File: src/rtl/alu_pkg.sv
// Shared ALU types for the rv32 execute path: opcode encoding, datapath width and
// the operand-slot record used by the issue queue.
package alu_pkg;

  localparam int ALU_W        = 32;
  localparam int IQ_TAG_MAX_W = 16;

  typedef enum logic [3:0] {
    ALU_ADD  = 4'b0000,
    ALU_SUB  = 4'b0001,
    ALU_AND  = 4'b0010,
    ALU_OR   = 4'b0011,
    ALU_SLT  = 4'b0100,
    ALU_SLTU = 4'b0101,
    ALU_SLL  = 4'b0110,
    ALU_SRL  = 4'b0111,
    ALU_XOR  = 4'b1010,
    ALU_SRA  = 4'b1110,
    ALU_CNT  = 4'b1111
  } alu_op_e;

  // Tags are zero-extended into a fixed-width field so the record does not depend on TAG_W.
  typedef struct packed {
    logic                    rdy;
    logic [IQ_TAG_MAX_W-1:0] tag;
    logic [ALU_W-1:0]        data;
  } iq_operand_t;

endpackage

File: src/rtl/alu_issue_queue_if.sv
// Dispatch, result-broadcast and issue signals of the ALU issue queue.
// slave = queue side, master = environment (dispatch, CDB, ALU) side.
interface alu_issue_queue_if #(
  parameter int DEPTH = 4,
  parameter int TAG_W = 5
);
  import alu_pkg::*;

  localparam int CNT_W = $clog2(DEPTH) + 1;

  logic             flush_i;
  logic             in_valid_i;
  logic             in_ready_o;
  logic [3:0]       in_op_i;
  logic             in_a_rdy_i;
  logic [ALU_W-1:0] in_a_i;
  logic [TAG_W-1:0] in_a_tag_i;
  logic             in_b_rdy_i;
  logic [ALU_W-1:0] in_b_i;
  logic [TAG_W-1:0] in_b_tag_i;
  logic [TAG_W-1:0] in_dst_tag_i;
  logic             cdb_valid_i;
  logic [TAG_W-1:0] cdb_tag_i;
  logic [ALU_W-1:0] cdb_data_i;
  logic             out_valid_o;
  logic             out_ready_i;
  logic [3:0]       out_op_o;
  logic [ALU_W-1:0] out_a_o;
  logic [ALU_W-1:0] out_b_o;
  logic [TAG_W-1:0] out_dst_tag_o;
  logic [CNT_W-1:0] count_o;

  modport slave (
    input  flush_i, in_valid_i, in_op_i, in_a_rdy_i, in_a_i, in_a_tag_i,
           in_b_rdy_i, in_b_i, in_b_tag_i, in_dst_tag_i,
           cdb_valid_i, cdb_tag_i, cdb_data_i, out_ready_i,
    output in_ready_o, out_valid_o, out_op_o, out_a_o, out_b_o, out_dst_tag_o, count_o
  );

  modport master (
    output flush_i, in_valid_i, in_op_i, in_a_rdy_i, in_a_i, in_a_tag_i,
           in_b_rdy_i, in_b_i, in_b_tag_i, in_dst_tag_i,
           cdb_valid_i, cdb_tag_i, cdb_data_i, out_ready_i,
    input  in_ready_o, out_valid_o, out_op_o, out_a_o, out_b_o, out_dst_tag_o, count_o
  );

endinterface

File: src/rtl/alu_iq_operand.sv
// One operand slot of the ALU issue queue: dispatch load plus CDB tag-match wakeup.
// ALU_IQ_BYPASS_EN adds wake_o, the same-cycle match used for head bypass.
module alu_iq_operand
  import alu_pkg::*;
#(
  parameter int TAG_W = 5
) (
  input  logic             clk_i,
  input  logic             rst_i,
  input  logic             load_i,
  input  logic             ld_rdy_i,
  input  logic [ALU_W-1:0] ld_data_i,
  input  logic [TAG_W-1:0] ld_tag_i,
  input  logic             cdb_valid_i,
  input  logic [TAG_W-1:0] cdb_tag_i,
  input  logic [ALU_W-1:0] cdb_data_i,
  output logic             rdy_o,
  output logic [ALU_W-1:0] data_o
`ifdef ALU_IQ_BYPASS_EN
  ,
  output logic             wake_o
`endif
);

  iq_operand_t             slot_q, slot_d;
  logic [IQ_TAG_MAX_W-1:0] ld_tag_ext, cdb_tag_ext;
  logic                    hit, ld_hit;

  assign ld_tag_ext  = IQ_TAG_MAX_W'(ld_tag_i);
  assign cdb_tag_ext = IQ_TAG_MAX_W'(cdb_tag_i);
  assign hit    = cdb_valid_i & ~slot_q.rdy & (slot_q.tag == cdb_tag_ext);
  // A broadcast racing the dispatch of its consumer must not be lost.
  assign ld_hit = cdb_valid_i & ~ld_rdy_i & (ld_tag_ext == cdb_tag_ext);

  always_comb begin
    slot_d = slot_q;
    if (load_i) begin
      slot_d.rdy  = ld_rdy_i | ld_hit;
      slot_d.tag  = ld_tag_ext;
      slot_d.data = ld_hit ? cdb_data_i : ld_data_i;
    end else if (hit) begin
      slot_d.rdy  = 1'b1;
      slot_d.data = cdb_data_i;
    end
  end

  always_ff @(posedge clk_i) begin
    if (rst_i) slot_q.rdy <= 1'b0;
    else       slot_q.rdy <= slot_d.rdy;
    slot_q.tag  <= slot_d.tag;
    slot_q.data <= slot_d.data;
  end

  assign rdy_o  = slot_q.rdy;
  assign data_o = slot_q.data;
`ifdef ALU_IQ_BYPASS_EN
  assign wake_o = hit;
`endif

endmodule

File: src/rtl/alu_issue_queue.sv
// In-order ALU issue queue: buffers dispatched micro-ops, wakes pending operands from the
// CDB and presents the head op to the ALU. ALU_IQ_BYPASS_EN enables same-cycle CDB issue.
module alu_issue_queue
  import alu_pkg::*;
#(
  parameter int DEPTH = 4,
  parameter int TAG_W = 5
) (
  input  logic          clk_i,
  input  logic          rst_i,
  alu_issue_queue_if.slave bus
);

  localparam int PTR_W = $clog2(DEPTH);
  localparam int CNT_W = PTR_W + 1;

  logic [DEPTH-1:0] vld_q, vld_d;
  logic [PTR_W-1:0] head_q, head_d, tail_q, tail_d;
  logic [CNT_W-1:0] count_q, count_d;
  alu_op_e          op_q [DEPTH];
  alu_op_e          op_d [DEPTH];
  logic [TAG_W-1:0] dst_q [DEPTH];
  logic [TAG_W-1:0] dst_d [DEPTH];

  logic [DEPTH-1:0] a_rdy, b_rdy, load;
  logic [ALU_W-1:0] a_data [DEPTH];
  logic [ALU_W-1:0] b_data [DEPTH];
  logic             full, enq, deq, a_ok, b_ok;

  assign full = (count_q == CNT_W'(DEPTH));
  assign enq  = bus.in_valid_i & ~full;
  assign deq  = bus.out_valid_o & bus.out_ready_i;

  always_comb begin
    load = '0;
    if (enq && !bus.flush_i) load[tail_q] = 1'b1;
  end

`ifdef ALU_IQ_BYPASS_EN
  logic [DEPTH-1:0] a_wake, b_wake;
`endif

  for (genvar i = 0; i < DEPTH; i++) begin : g_slot
    alu_iq_operand #(.TAG_W(TAG_W)) u_a (
      .clk_i       (clk_i),
      .rst_i       (rst_i),
      .load_i      (load[i]),
      .ld_rdy_i    (bus.in_a_rdy_i),
      .ld_data_i   (bus.in_a_i),
      .ld_tag_i    (bus.in_a_tag_i),
      .cdb_valid_i (bus.cdb_valid_i),
      .cdb_tag_i   (bus.cdb_tag_i),
      .cdb_data_i  (bus.cdb_data_i),
      .rdy_o       (a_rdy[i]),
      .data_o      (a_data[i])
`ifdef ALU_IQ_BYPASS_EN
      ,
      .wake_o      (a_wake[i])
`endif
    );
    alu_iq_operand #(.TAG_W(TAG_W)) u_b (
      .clk_i       (clk_i),
      .rst_i       (rst_i),
      .load_i      (load[i]),
      .ld_rdy_i    (bus.in_b_rdy_i),
      .ld_data_i   (bus.in_b_i),
      .ld_tag_i    (bus.in_b_tag_i),
      .cdb_valid_i (bus.cdb_valid_i),
      .cdb_tag_i   (bus.cdb_tag_i),
      .cdb_data_i  (bus.cdb_data_i),
      .rdy_o       (b_rdy[i]),
      .data_o      (b_data[i])
`ifdef ALU_IQ_BYPASS_EN
      ,
      .wake_o      (b_wake[i])
`endif
    );
  end

  // Head mux; with bypass a head operand matching the live broadcast takes the CDB value.
`ifdef ALU_IQ_BYPASS_EN
  assign a_ok        = a_rdy[head_q] | a_wake[head_q];
  assign b_ok        = b_rdy[head_q] | b_wake[head_q];
  assign bus.out_a_o = a_wake[head_q] ? bus.cdb_data_i : a_data[head_q];
  assign bus.out_b_o = b_wake[head_q] ? bus.cdb_data_i : b_data[head_q];
`else
  assign a_ok        = a_rdy[head_q];
  assign b_ok        = b_rdy[head_q];
  assign bus.out_a_o = a_data[head_q];
  assign bus.out_b_o = b_data[head_q];
`endif

  assign bus.out_valid_o   = vld_q[head_q] & a_ok & b_ok;
  assign bus.out_op_o      = op_q[head_q];
  assign bus.out_dst_tag_o = dst_q[head_q];
  assign bus.in_ready_o    = ~full;
  assign bus.count_o       = count_q;

  always_comb begin
    vld_d   = vld_q;
    head_d  = head_q;
    tail_d  = tail_q;
    count_d = count_q;
    op_d    = op_q;
    dst_d   = dst_q;
    if (bus.flush_i) begin
      // Collapse to empty at the current head so the pointers stay consistent with count.
      vld_d   = '0;
      count_d = '0;
      tail_d  = head_q;
    end else begin
      if (deq) begin
        vld_d[head_q] = 1'b0;
        head_d        = head_q + PTR_W'(1);
      end
      if (enq) begin
        vld_d[tail_q] = 1'b1;
        op_d[tail_q]  = alu_op_e'(bus.in_op_i);
        dst_d[tail_q] = bus.in_dst_tag_i;
        tail_d        = tail_q + PTR_W'(1);
      end
      case ({enq, deq})
        2'b10:   count_d = count_q + CNT_W'(1);
        2'b01:   count_d = count_q - CNT_W'(1);
        default: count_d = count_q;
      endcase
    end
  end

  always_ff @(posedge clk_i) begin
    if (rst_i) begin
      vld_q   <= '0;
      head_q  <= '0;
      tail_q  <= '0;
      count_q <= '0;
    end else begin
      vld_q   <= vld_d;
      head_q  <= head_d;
      tail_q  <= tail_d;
      count_q <= count_d;
    end
    op_q  <= op_d;
    dst_q <= dst_d;
  end

endmodule

File: src/flat_wrapper.sv
// flat-port wrapper written by rule: the top's interface ports become plain ports
module alu_issue_queue_flat import alu_pkg::*;
#(
  parameter int DEPTH = 4,
  parameter int TAG_W = 5
)
  (clk_i, rst_i, bus_flush_i, bus_in_valid_i, bus_in_op_i, bus_in_a_rdy_i, bus_in_a_i, bus_in_a_tag_i, bus_in_b_rdy_i, bus_in_b_i, bus_in_b_tag_i, bus_in_dst_tag_i, bus_cdb_valid_i, bus_cdb_tag_i, bus_cdb_data_i, bus_out_ready_i, bus_in_ready_o, bus_out_valid_o, bus_out_op_o, bus_out_a_o, bus_out_b_o, bus_out_dst_tag_o, bus_count_o);
  alu_issue_queue_if #(.DEPTH(DEPTH), .TAG_W(TAG_W)) bus_i ();
  input  logic clk_i;
  input  logic rst_i;
  input wire logic [$bits(bus_i.flush_i)-1:0] bus_flush_i;
  input wire logic [$bits(bus_i.in_valid_i)-1:0] bus_in_valid_i;
  input wire logic [$bits(bus_i.in_op_i)-1:0] bus_in_op_i;
  input wire logic [$bits(bus_i.in_a_rdy_i)-1:0] bus_in_a_rdy_i;
  input wire logic [$bits(bus_i.in_a_i)-1:0] bus_in_a_i;
  input wire logic [$bits(bus_i.in_a_tag_i)-1:0] bus_in_a_tag_i;
  input wire logic [$bits(bus_i.in_b_rdy_i)-1:0] bus_in_b_rdy_i;
  input wire logic [$bits(bus_i.in_b_i)-1:0] bus_in_b_i;
  input wire logic [$bits(bus_i.in_b_tag_i)-1:0] bus_in_b_tag_i;
  input wire logic [$bits(bus_i.in_dst_tag_i)-1:0] bus_in_dst_tag_i;
  input wire logic [$bits(bus_i.cdb_valid_i)-1:0] bus_cdb_valid_i;
  input wire logic [$bits(bus_i.cdb_tag_i)-1:0] bus_cdb_tag_i;
  input wire logic [$bits(bus_i.cdb_data_i)-1:0] bus_cdb_data_i;
  input wire logic [$bits(bus_i.out_ready_i)-1:0] bus_out_ready_i;
  output wire logic [$bits(bus_i.in_ready_o)-1:0] bus_in_ready_o;
  output wire logic [$bits(bus_i.out_valid_o)-1:0] bus_out_valid_o;
  output wire logic [$bits(bus_i.out_op_o)-1:0] bus_out_op_o;
  output wire logic [$bits(bus_i.out_a_o)-1:0] bus_out_a_o;
  output wire logic [$bits(bus_i.out_b_o)-1:0] bus_out_b_o;
  output wire logic [$bits(bus_i.out_dst_tag_o)-1:0] bus_out_dst_tag_o;
  output wire logic [$bits(bus_i.count_o)-1:0] bus_count_o;
  assign bus_i.flush_i = bus_flush_i;
  assign bus_i.in_valid_i = bus_in_valid_i;
  assign bus_i.in_op_i = bus_in_op_i;
  assign bus_i.in_a_rdy_i = bus_in_a_rdy_i;
  assign bus_i.in_a_i = bus_in_a_i;
  assign bus_i.in_a_tag_i = bus_in_a_tag_i;
  assign bus_i.in_b_rdy_i = bus_in_b_rdy_i;
  assign bus_i.in_b_i = bus_in_b_i;
  assign bus_i.in_b_tag_i = bus_in_b_tag_i;
  assign bus_i.in_dst_tag_i = bus_in_dst_tag_i;
  assign bus_i.cdb_valid_i = bus_cdb_valid_i;
  assign bus_i.cdb_tag_i = bus_cdb_tag_i;
  assign bus_i.cdb_data_i = bus_cdb_data_i;
  assign bus_i.out_ready_i = bus_out_ready_i;
  assign bus_in_ready_o = bus_i.in_ready_o;
  assign bus_out_valid_o = bus_i.out_valid_o;
  assign bus_out_op_o = bus_i.out_op_o;
  assign bus_out_a_o = bus_i.out_a_o;
  assign bus_out_b_o = bus_i.out_b_o;
  assign bus_out_dst_tag_o = bus_i.out_dst_tag_o;
  assign bus_count_o = bus_i.count_o;
  alu_issue_queue #(.DEPTH(DEPTH), .TAG_W(TAG_W)) u_core (.clk_i(clk_i), .rst_i(rst_i), .bus(bus_i));
endmodule
File: config.mk
export PLATFORM = sky130hd
export DESIGN_NAME = alu_issue_queue_flat
export DESIGN_NICKNAME = d
export VERILOG_FILES = /design/src/rtl/alu_pkg.sv /design/src/rtl/alu_issue_queue_if.sv /design/src/rtl/alu_iq_operand.sv /design/src/rtl/alu_issue_queue.sv /design/src/flat_wrapper.sv
export SDC_FILE = /design/constraint.sdc
export NUM_CORES = 1
export LEC_CHECK = 0
export BUFFER_PORTS_ARGS = -buffer_cell sky130_fd_sc_hd__buf_2
export CAP_MARGIN = 25
export CORE_UTILIZATION = 45
export CTS_CLUSTER_DIAMETER = 40
export DETAILED_ROUTE_END_ITERATION = 8
export PLACE_DENSITY = 0.69
export SYNTH_ARGS = -nofsm -noshare
export SYNTH_HDL_FRONTEND = slang
export SYNTH_SLANG_ARGS = --single-unit
File: constraint.sdc
create_clock -name clk_i -period 5.92 [get_ports clk_i]
set_input_delay 0.592 -clock clk_i [delete_from_list [all_inputs] [get_ports clk_i]]
set_output_delay 0.592 -clock clk_i [all_outputs]
set_load 0.03 [all_outputs]
==> qor.txt, run 1 <==
=======================================================================================
Outcome                                                                    finished with violations
Violated checks                                                                     DRC
Non-filler instance count after layout                                             1665
Maximum VDD drop                                                            0.0002092 V
Critical path peak fanout                                                            43
WP data required                                                                5.33 ns
Part of the cycle the worst path needs                                           0.6335
Power density relative to cell area                                        313.2 nW/µm²
Total of cells resized after clock tree synthesis                                     0
Via density per instance                                                          5.723
Count of vias placed by the detailed router                                        9529
Mean cell area of the mapped netlist                                          17.69 µm²
Number of nets produced by synthesis                                               1070
Total routed wirelength                                                        41270 µm
Portion of synthesized cell area occupied by the leading cell type               0.6047
Number of instances in the synthesized netlist                                      932
Half-perimeter wire length after detailed placement                            25150 µm
Clock Pin Slew Worst Setup and Hold Paths                                       0.06 ns
Commonest cells after routing, fill and taps aside                         332 x edfxtp_1, 248 x mux2_2, 205 x buf_2
Critical register-to-register path startpoint                              u_core.head_q[0]
Pin count of the biggest net entering global routing                                 44
Placeable Area                                                                35830 µm²
Count of cells along the worst hold path                                              1
Worst reg-to-reg setup slack                                                    2.45 ns
Area of the mapped netlist                                                    16490 µm²
H-tree levels                                                                         2
Ranking of synthesized cells by area                                       edfxtp_1 60%, mux2_2 17%, mux4_2 10%, dfxtp_1 2.3%, xor2_1 1.6%
WP data arrival                                                                 3.16 ns
Flops & latches, synth                                                              351
Die W                                                                          193.4 µm
Leading area contributor after synthesis                                       edfxtp_1
Area grow syn2layout                                                             20.79%
Yosys cell types                                                                     41
Antenna viol nets, final                                                              0
Capturing point of the worst reg2reg path                                  u_core.bus.count_o[2]
Setup repair after global routing missed its margin                               false
Static Leak                                                                    6.809 nW
Final number of hold-violating endpoints                                              0
First-pass detailed-route iteration total                                             7
Sink Count                                                                          351
Floorplan die height                                                           193.4 µm
Endpoint with the worst hold slack                                         u_core.dst_q[12]
Via count of the first global-routing pass                                       10.04k
Num CTS Buffers                                                                      49
Setup crit end kind                                                          output pin
Final worst path period need                                                   3.750 ns
Total global routing overflow                                                         0
Count of nets after finishing                                                      1299
Number of maximum-capacitance violations                                              0
Startpoint types                                                                   flop
Leading cell type in the layout, fill and taps excluded                        edfxtp_1
Post-CTS setup repair buffer count                                                    0
Clock latency reported for the late side of the worst-skew pair                 0.56 ns
Worst-case headroom to the max-slew limit                                        0.3237
Yosys warns                                                                           0
Global Route Usage Sum                                                           0.2220
I/O Pins                                                                            206
Layout cell share with drive strength beyond 1                                   0.5367
Fin Setup TNS                                                                      0 ns
Remaining routing DRC violations                                                     22
Die footprint                                                                 37410 µm²
Global-route wire length before repair                                         62210 µm
Hold Crit Class                                                               in -> reg
Reg2Reg Depth                                                                         9
Antenna violations before repair                                                      7
Endpoints failing setup                                                               0
Setup clock skew after layout                                                0.02483 ns
Effective utilization at floorplan                                               0.4602
Max Clock Freq                                                               0.2666 GHz
Count of input and output buffers                                                   205
Number of violations reported at the end of detailed-routing iteration 0            765
Final routed wire length divided by cell count                                 24.79 µm
Final Max Slew Viols                                                                  0
Hold_buf cts                                                                          0
Clock Tree Buf Depth                                                                  3
Worst Hold Launch                                                          bus_in_dst_tag_i[2]
Clock tree from TritonCTS                                                          done
Cell chosen for the clock root                                                clkbuf_16
Fraction of the yosys area taken by sequential cells                             0.6278
Cell count after placement                                                         1568
Gp weighted congestion                                                           0.7920
Count of standard-cell rows                                                          69
Worst slew pin tran                                                            1.013 ns
Crit Path Category                                                           reg -> out
=======================================================================================
==> cell type report <==
cell class                 instances  area, µm²
fill                            2822      15910
sequential                       351      10360
multi-input combinational        504       5943
clock buffer                      62       1318
timing repair buffer             229       1304
tap                              461      576.8
clock inverter                    28      307.8
inverter                          26      97.59
antenna                            4      10.01
==> power breakdown <==
part | internal, W | switching (W)
combinational | 0.000207 | 0.000286
sequential | 0.00280 | 0.0000200
clock | 0.00184 | 0.00108
==> layer usage <==
metal	routed length, µm	up-vias	GRT usage
li1	-	4235	-
met1	17730	4867	0.2923
met2	20060	340	0.3681
met3	2579	79	0.04951
met4	852	8	0.06756
met5	51	-	0
==> how the worst max path moves through the flow <==
| stage | startpoint | end | slack, ns |
|---|---|---|---|
| CTS | u_core.head_q[0] | bus_out_b_o[23] | 2.01 |
| global route | u_core.head_q[0] | bus_out_b_o[23] | 1.91 |
| floorplan | bus_cdb_tag_i[0] | u_core.g_slot[0].u_a.data_o[0] | 1.74 |
| detailed placement | u_core.head_q[0] | u_core.bus.count_o[2] | 2.47 |
| finish | u_core.head_q[0] | bus_out_b_o[23] | 2.17 |
| global placement | u_core.head_q[0] | u_core.bus.count_o[2] | 2.53 |
==> per-stage QoR <==
| stage | util | hold slack [ns] | total power, W | setup slack (ns) | instance area, µm² |
|---|---|---|---|---|---|
| after global placement | 0.5060 | 0.4878 | 0.003346 | 2.526 | 18130 |
| after floorplan | - | 0.4920 | 0.003160 | 1.739 | 16490 |
| after detailed placement | 0.5079 | 0.5014 | 0.003361 | 2.468 | 18200 |
| final | 0.5558 | 0.2446 | 0.006236 | 2.170 | 19910 |
| after CTS | 0.5532 | 0.2264 | 0.006277 | 2.011 | 19820 |
| after global routing | 0.5557 | 0.2366 | 0.006421 | 1.910 | 19910 |
==> cells in the mapped netlist (all sizes together) <==
cell,instances
nand2,9
nor2b,11
a21oi,12
a221oi,3
mux2i,1
and3,2
a311oi,9
or2,1
nor3b,2
nand2b,10
xor2,31
or3b,1
mux2,257
nand4b,2
ha,9
xnor2,4
edfxtp,332
or3,1
a2111oi,4
inv,26
nor4b,1
and2,1
clkbuf,10
a31oi,5
dfxtp,19
nor2,16
o2111a,2
buf,41
mux4,73
nand4,2
a211oi,8
nor4,4
o21ai,4
fa,1
a222oi,6
nand3,12
==> cells by family after synthesis <==
logic type / count (synthesis) / share of synthesized area
xor gates and xnor gates: 35 / 0.01859
buffers and inverters: 77 / 0.02004
muxes: 331 / 0.2759
DFF: 351 / 0.6278
and+or+nand+nor: 75 / 0.02489
AOI/OAI and AO/OA: 53 / 0.02482
adders and majority gates: 10 / 0.008044
==> sequential cells by signal, indices dropped and copies added, names as in the netlist <==
register                  cells
u_core.g_slot.u_a.data_o    128
u_core.g_slot.u_b.data_o    128
u_core.dst_q                 20
u_core.g_slot.u_a.slot_q     20
u_core.g_slot.u_b.slot_q     20
u_core.op_q                  16
u_core.g_slot.u_a.rdy_o       4
u_core.g_slot.u_b.rdy_o       4
u_core.vld_q                  4
u_core.bus.count_o            3
u_core.head_q                 2
u_core.tail_q                 2
==> worst max-delay path, cell delays in order, from the launching register on <==
cell,delay [ns]
dfxtp_4,0.95
buf_4,0.79
mux4_2,0.64
buf_2,0.20
Note: power is estimated with default switching activity, not from simulation.
==> run 2, diff against run 1 <==
--- a/config.mk
+++ b/config.mk
@@ -5,6 +5,7 @@
 export SDC_FILE = /design/constraint.sdc
 export NUM_CORES = 1
 export LEC_CHECK = 0
+export ABC_AREA = 1
 export BUFFER_PORTS_ARGS = -buffer_cell sky130_fd_sc_hd__buf_2
 export CAP_MARGIN = 25
 export CORE_UTILIZATION = 45
==> constraint.sdc (replaced) <==
create_clock -name clk_i -period 3.6 [get_ports clk_i]
set_input_delay 0.36 -clock clk_i [delete_from_list [all_inputs] [get_ports clk_i]]
set_output_delay 0.36 -clock clk_i [all_outputs]
set_load 0.03 [all_outputs]
==> run 2 against run 1 <==
Effect of this change:
- the flow now finishes without violations
- worst setup slack got worse by 1.7 ns
- clock power increased by 68%
- die area increased by 11%
- critical path depth increased by 1
- worst hold slack got worse by 0.23 ns
- sequential power increased by 64%
- synthesized cell count increased by 120%
- synthesized area increased by 11%
- final area increased by 8.0%
- largest power group unchanged
- final cell count increased by 67%
- utilization decreased by 1.8 points
- critical path type unchanged
==> qor.txt, run 2 <==
=======================================================================================
Outcome                                                                    complete, no violations   was finished with violations
Power density relative to cell area                                        491.5 nW/µm²   was 313.2 nW/µm²
Maximum VDD drop                                                            0.0002929 V   was 0.0002092 V
Remaining routing DRC violations                                                      0   was 22
Final number of hold-violating endpoints                                              0   unchanged
Max Clock Freq                                                               0.3170 GHz
WP data required                                                                3.24 ns   was 5.33 ns
Worst reg-to-reg setup slack                                                    0.80 ns   was 2.45 ns
Setup clock skew after layout                                                0.01558 ns   was 0.02483 ns
Antenna violations before repair                                                      4   was 7
Leading area contributor after synthesis                                       edfxtp_1   unchanged
Global Route Usage Sum                                                           0.2946   was 0.2220
Half-perimeter wire length after detailed placement                            37420 µm   was 25150 µm
WP data arrival                                                                 2.79 ns   was 3.16 ns
Number of instances in the synthesized netlist                                     2038   was 932
Crit Path Category                                                           reg -> out   unchanged
Critical Path Max Stage Delay                                                   0.66 ns   was 0.95 ns
Number of nets produced by synthesis                                               2176   was 1070
Antenna viol nets, final                                                              0   unchanged
Flops & latches, synth                                                              351   unchanged
Ranking of synthesized cells by area                                       edfxtp_1 54%, nand2_1 11%, nand3_1 7.6%, nor2_1 4.3%, o21ai_0 4.1%   was edfxtp_1 60%, mux2_2 17%, mux4_2 10%, dfxtp_1 2.3%, xor2_1 1.6%
Count of vias placed by the detailed router                                      16.38k   was 9529
Cell type of the slowest stage on the worst timing path                         dfxtp_4   unchanged
Part of the cycle the worst path needs                                           0.8764
Die W                                                                          203.9 µm   was 193.4 µm
Worst path buffer plus inverter count                                                 2   unchanged
Fraction of the yosys area taken by sequential cells                             0.5643   was 0.6278
Effective utilization at floorplan                                               0.4585   was 0.4602
Yosys cell types                                                                     36   was 41
Pin count of the biggest net entering global routing                                153   was 44
Area grow syn2layout                                                             17.29%   was 20.79%
Via count of the first global-routing pass                                       15.95k   was 10.04k
Count of standard-cell rows                                                          73   was 69
Clock Tree Buf Depth                                                                  3   unchanged
Via density per instance                                                          5.889   was 5.723
Static Leak                                                                    9.074 nW   was 6.809 nW
Number of maximum-capacitance violations                                              0   unchanged
Filler instances                                                                   3560   was 2822
H-tree levels                                                                         2   unchanged
Number of enable flip-flop cells after synthesis                                    332   unchanged
Total of cells resized after clock tree synthesis                                     0   unchanged
Floorplan die height                                                           203.9 µm   was 193.4 µm
Total power consumption of the routed design                                  0.01057 W   was 0.006236 W
Critical register-to-register path startpoint                              u_core.bus.count_o[0]   was u_core.head_q[0]
Most frequent cell after synthesis                                              nand2_1   was edfxtp_1
Clock tree from TritonCTS                                                          done   unchanged
Fin Setup TNS                                                                      0 ns   unchanged
Chain of cells forming the critical path                                   buf_4 -> o21ai_0 -> o22ai_1 -> buf_2   was buf_4 -> mux4_2 -> buf_2
Area of the mapped netlist                                                    18340 µm²   was 16490 µm²
Startpoint types                                                                   flop   unchanged
Cell count after placement                                                         2679   was 1568
Total global routing overflow                                                         0   unchanged
Gp weighted congestion                                                           0.8594   was 0.7920
Final Max Slew Viols                                                                  0   unchanged
Final worst path period need                                                   3.155 ns
Yosys warns                                                                           0   unchanged
Worst Hold Launch                                                          bus_in_op_i[1]   was bus_in_dst_tag_i[2]
Worst slew pin tran                                                           0.8007 ns   was 1.013 ns
Portion of synthesized cell area occupied by the leading cell type               0.5435   was 0.6047
First-pass detailed-route iteration total                                             8   was 7
Critical path peak fanout                                                            43   unchanged
Setup crit end kind                                                          output pin   unchanged
Crit path launch                                                           u_core.head_q[1]   was u_core.head_q[0]
Die footprint                                                                 41570 µm²   was 37410 µm²
Clock latency reported for the late side of the worst-skew pair                 0.58 ns   was 0.56 ns
Cell class contributing the biggest share of worst-path delay              buffers and inverters   unchanged
Total routed wirelength                                                        61350 µm   was 41270 µm
Count of input and output buffers                                                   205   unchanged
Cell chosen for the clock root                                                clkbuf_16   unchanged
Placeable Area                                                                40010 µm²   was 35830 µm²
Hold_buf cts                                                                          8   was 0
I/O Pins                                                                            206   unchanged
Worst-case headroom to the max-slew limit                                        0.4662   was 0.3237
Endpoints failing setup                                                               0   unchanged
Setup repair after global routing missed its margin                               false   unchanged
Sink Count                                                                          351   unchanged
Share of flip-flops with an asynchronous set or reset after synthesis                 0   unchanged
Post-CTS setup repair buffer count                                                    0   unchanged
Final routed wire length divided by cell count                                 22.05 µm   was 24.79 µm
Ranking of synthesized cells by instance count                             523 x nand2_1, 332 x edfxtp_1, 279 x nand3_1   was 332 x edfxtp_1, 248 x mux2_2, 73 x mux4_2
Layout cell share with drive strength beyond 1                                   0.1776   was 0.5367
Commonest register cell after synthesis                                        edfxtp_1   unchanged
Num CTS Buffers                                                                      49   unchanged
Non-filler instance count after layout                                             2782   was 1665
Hold Crit Class                                                               in -> reg   unchanged
Mean cell area of the mapped netlist                                          9.000 µm²   was 17.69 µm²
Leading cell type in the layout, fill and taps excluded                         nand2_1   was edfxtp_1
Clock Pin Slew Worst Setup and Hold Paths                                       0.06 ns   about the same
Commonest cells after routing, fill and taps aside                         512 x nand2_1, 332 x edfxtp_1, 279 x nand3_1   was 332 x edfxtp_1, 248 x mux2_2, 205 x buf_2
Global-route wire length before repair                                         92150 µm   was 62210 µm
Number of violations reported at the end of detailed-routing iteration 0           2001   was 765
Count of nets after finishing                                                      2351   was 1299
=======================================================================================
-- run 2: path summary, 6_finish.rpt --
| check | end | depth (start not counted) |
|---|---|---|
| hold / removal | u_core.op_q[9] | 1 |
| hold reg to reg | u_core.vld_q[2] | 2 |
| setup / recovery | bus_out_a_o[22] | 4 |
| setup reg to reg | u_core.g_slot[0].u_b.data_o[17] | 9 |
-- run 2: kinds of logic (layout without fill, tap and decap cells) --
family	after synthesis	after routing	share of synthesized area
DFF	351	351	0.5643
xor gates and xnor gates	7	7	0.003342
and+or+nand+nor	1151	1151	0.2826
buffers and inverters	280	494	0.07203
other	0	5	0
AOI/OAI and AO/OA	239	239	0.07053
adders and majority gates	10	10	0.007231
-- run 2: area by class of cell --
cell class	instances	area (µm²)	area share
diodes	5	12.51	0.0005816
clock inverters	34	390.4	0.01814
clock buffers	56	1274	0.05920
repair buffers	248	1519	0.07060
well taps	525	656.9	0.03053
inverters	156	593.1	0.02757
flip-flops and latches	351	10360	0.4814
multi-input cells	1407	6711	0.3120
-- run 2: worst reg2reg max path, delay by kind of cell (launching register included) --
family / cells / cell delay [ns]
simple gates: 6 / 1.16
buf+inv: 3 / 1.07
flops: 1 / 0.31
-- run 2: per-stage QoR --
stage / instance area (µm²) / setup slack, ns / util / hold slack (ns)
after floorplan: 18340 / 0.9125 / - / 0.4294
after global placement: 19700 / 0.9952 / 0.4924 / 0.4568
after detailed placement: 19760 / 0.9394 / 0.4939 / 0.4606
after CTS: 21500 / 0.5053 / 0.5375 / 0.002548
after global routing: 21510 / 0.3784 / 0.5376 / 0.01747
final: 21510 / 0.4451 / 0.5378 / 0.01417
-- run 2: metal layers --
metal	vias up	part of all wire	track usage
li1	7385	-	-
met1	7655	0.38	0.3793
met2	1141	0.46	0.4729
met3	201	0.12	0.06441
met4	0	0.041	0.1386
met5	-	0	0
-- run 2: power by group --
group	internal, W	switching, W	total, W	leakage, nW
logic	0.000286	0.000750	0.00104	5.10
clock network	0.00305	0.00185	0.00491	0.789
registers	0.00460	0.0000298	0.00463	3.18
total	0.00794	0.00263	0.0106	9.07
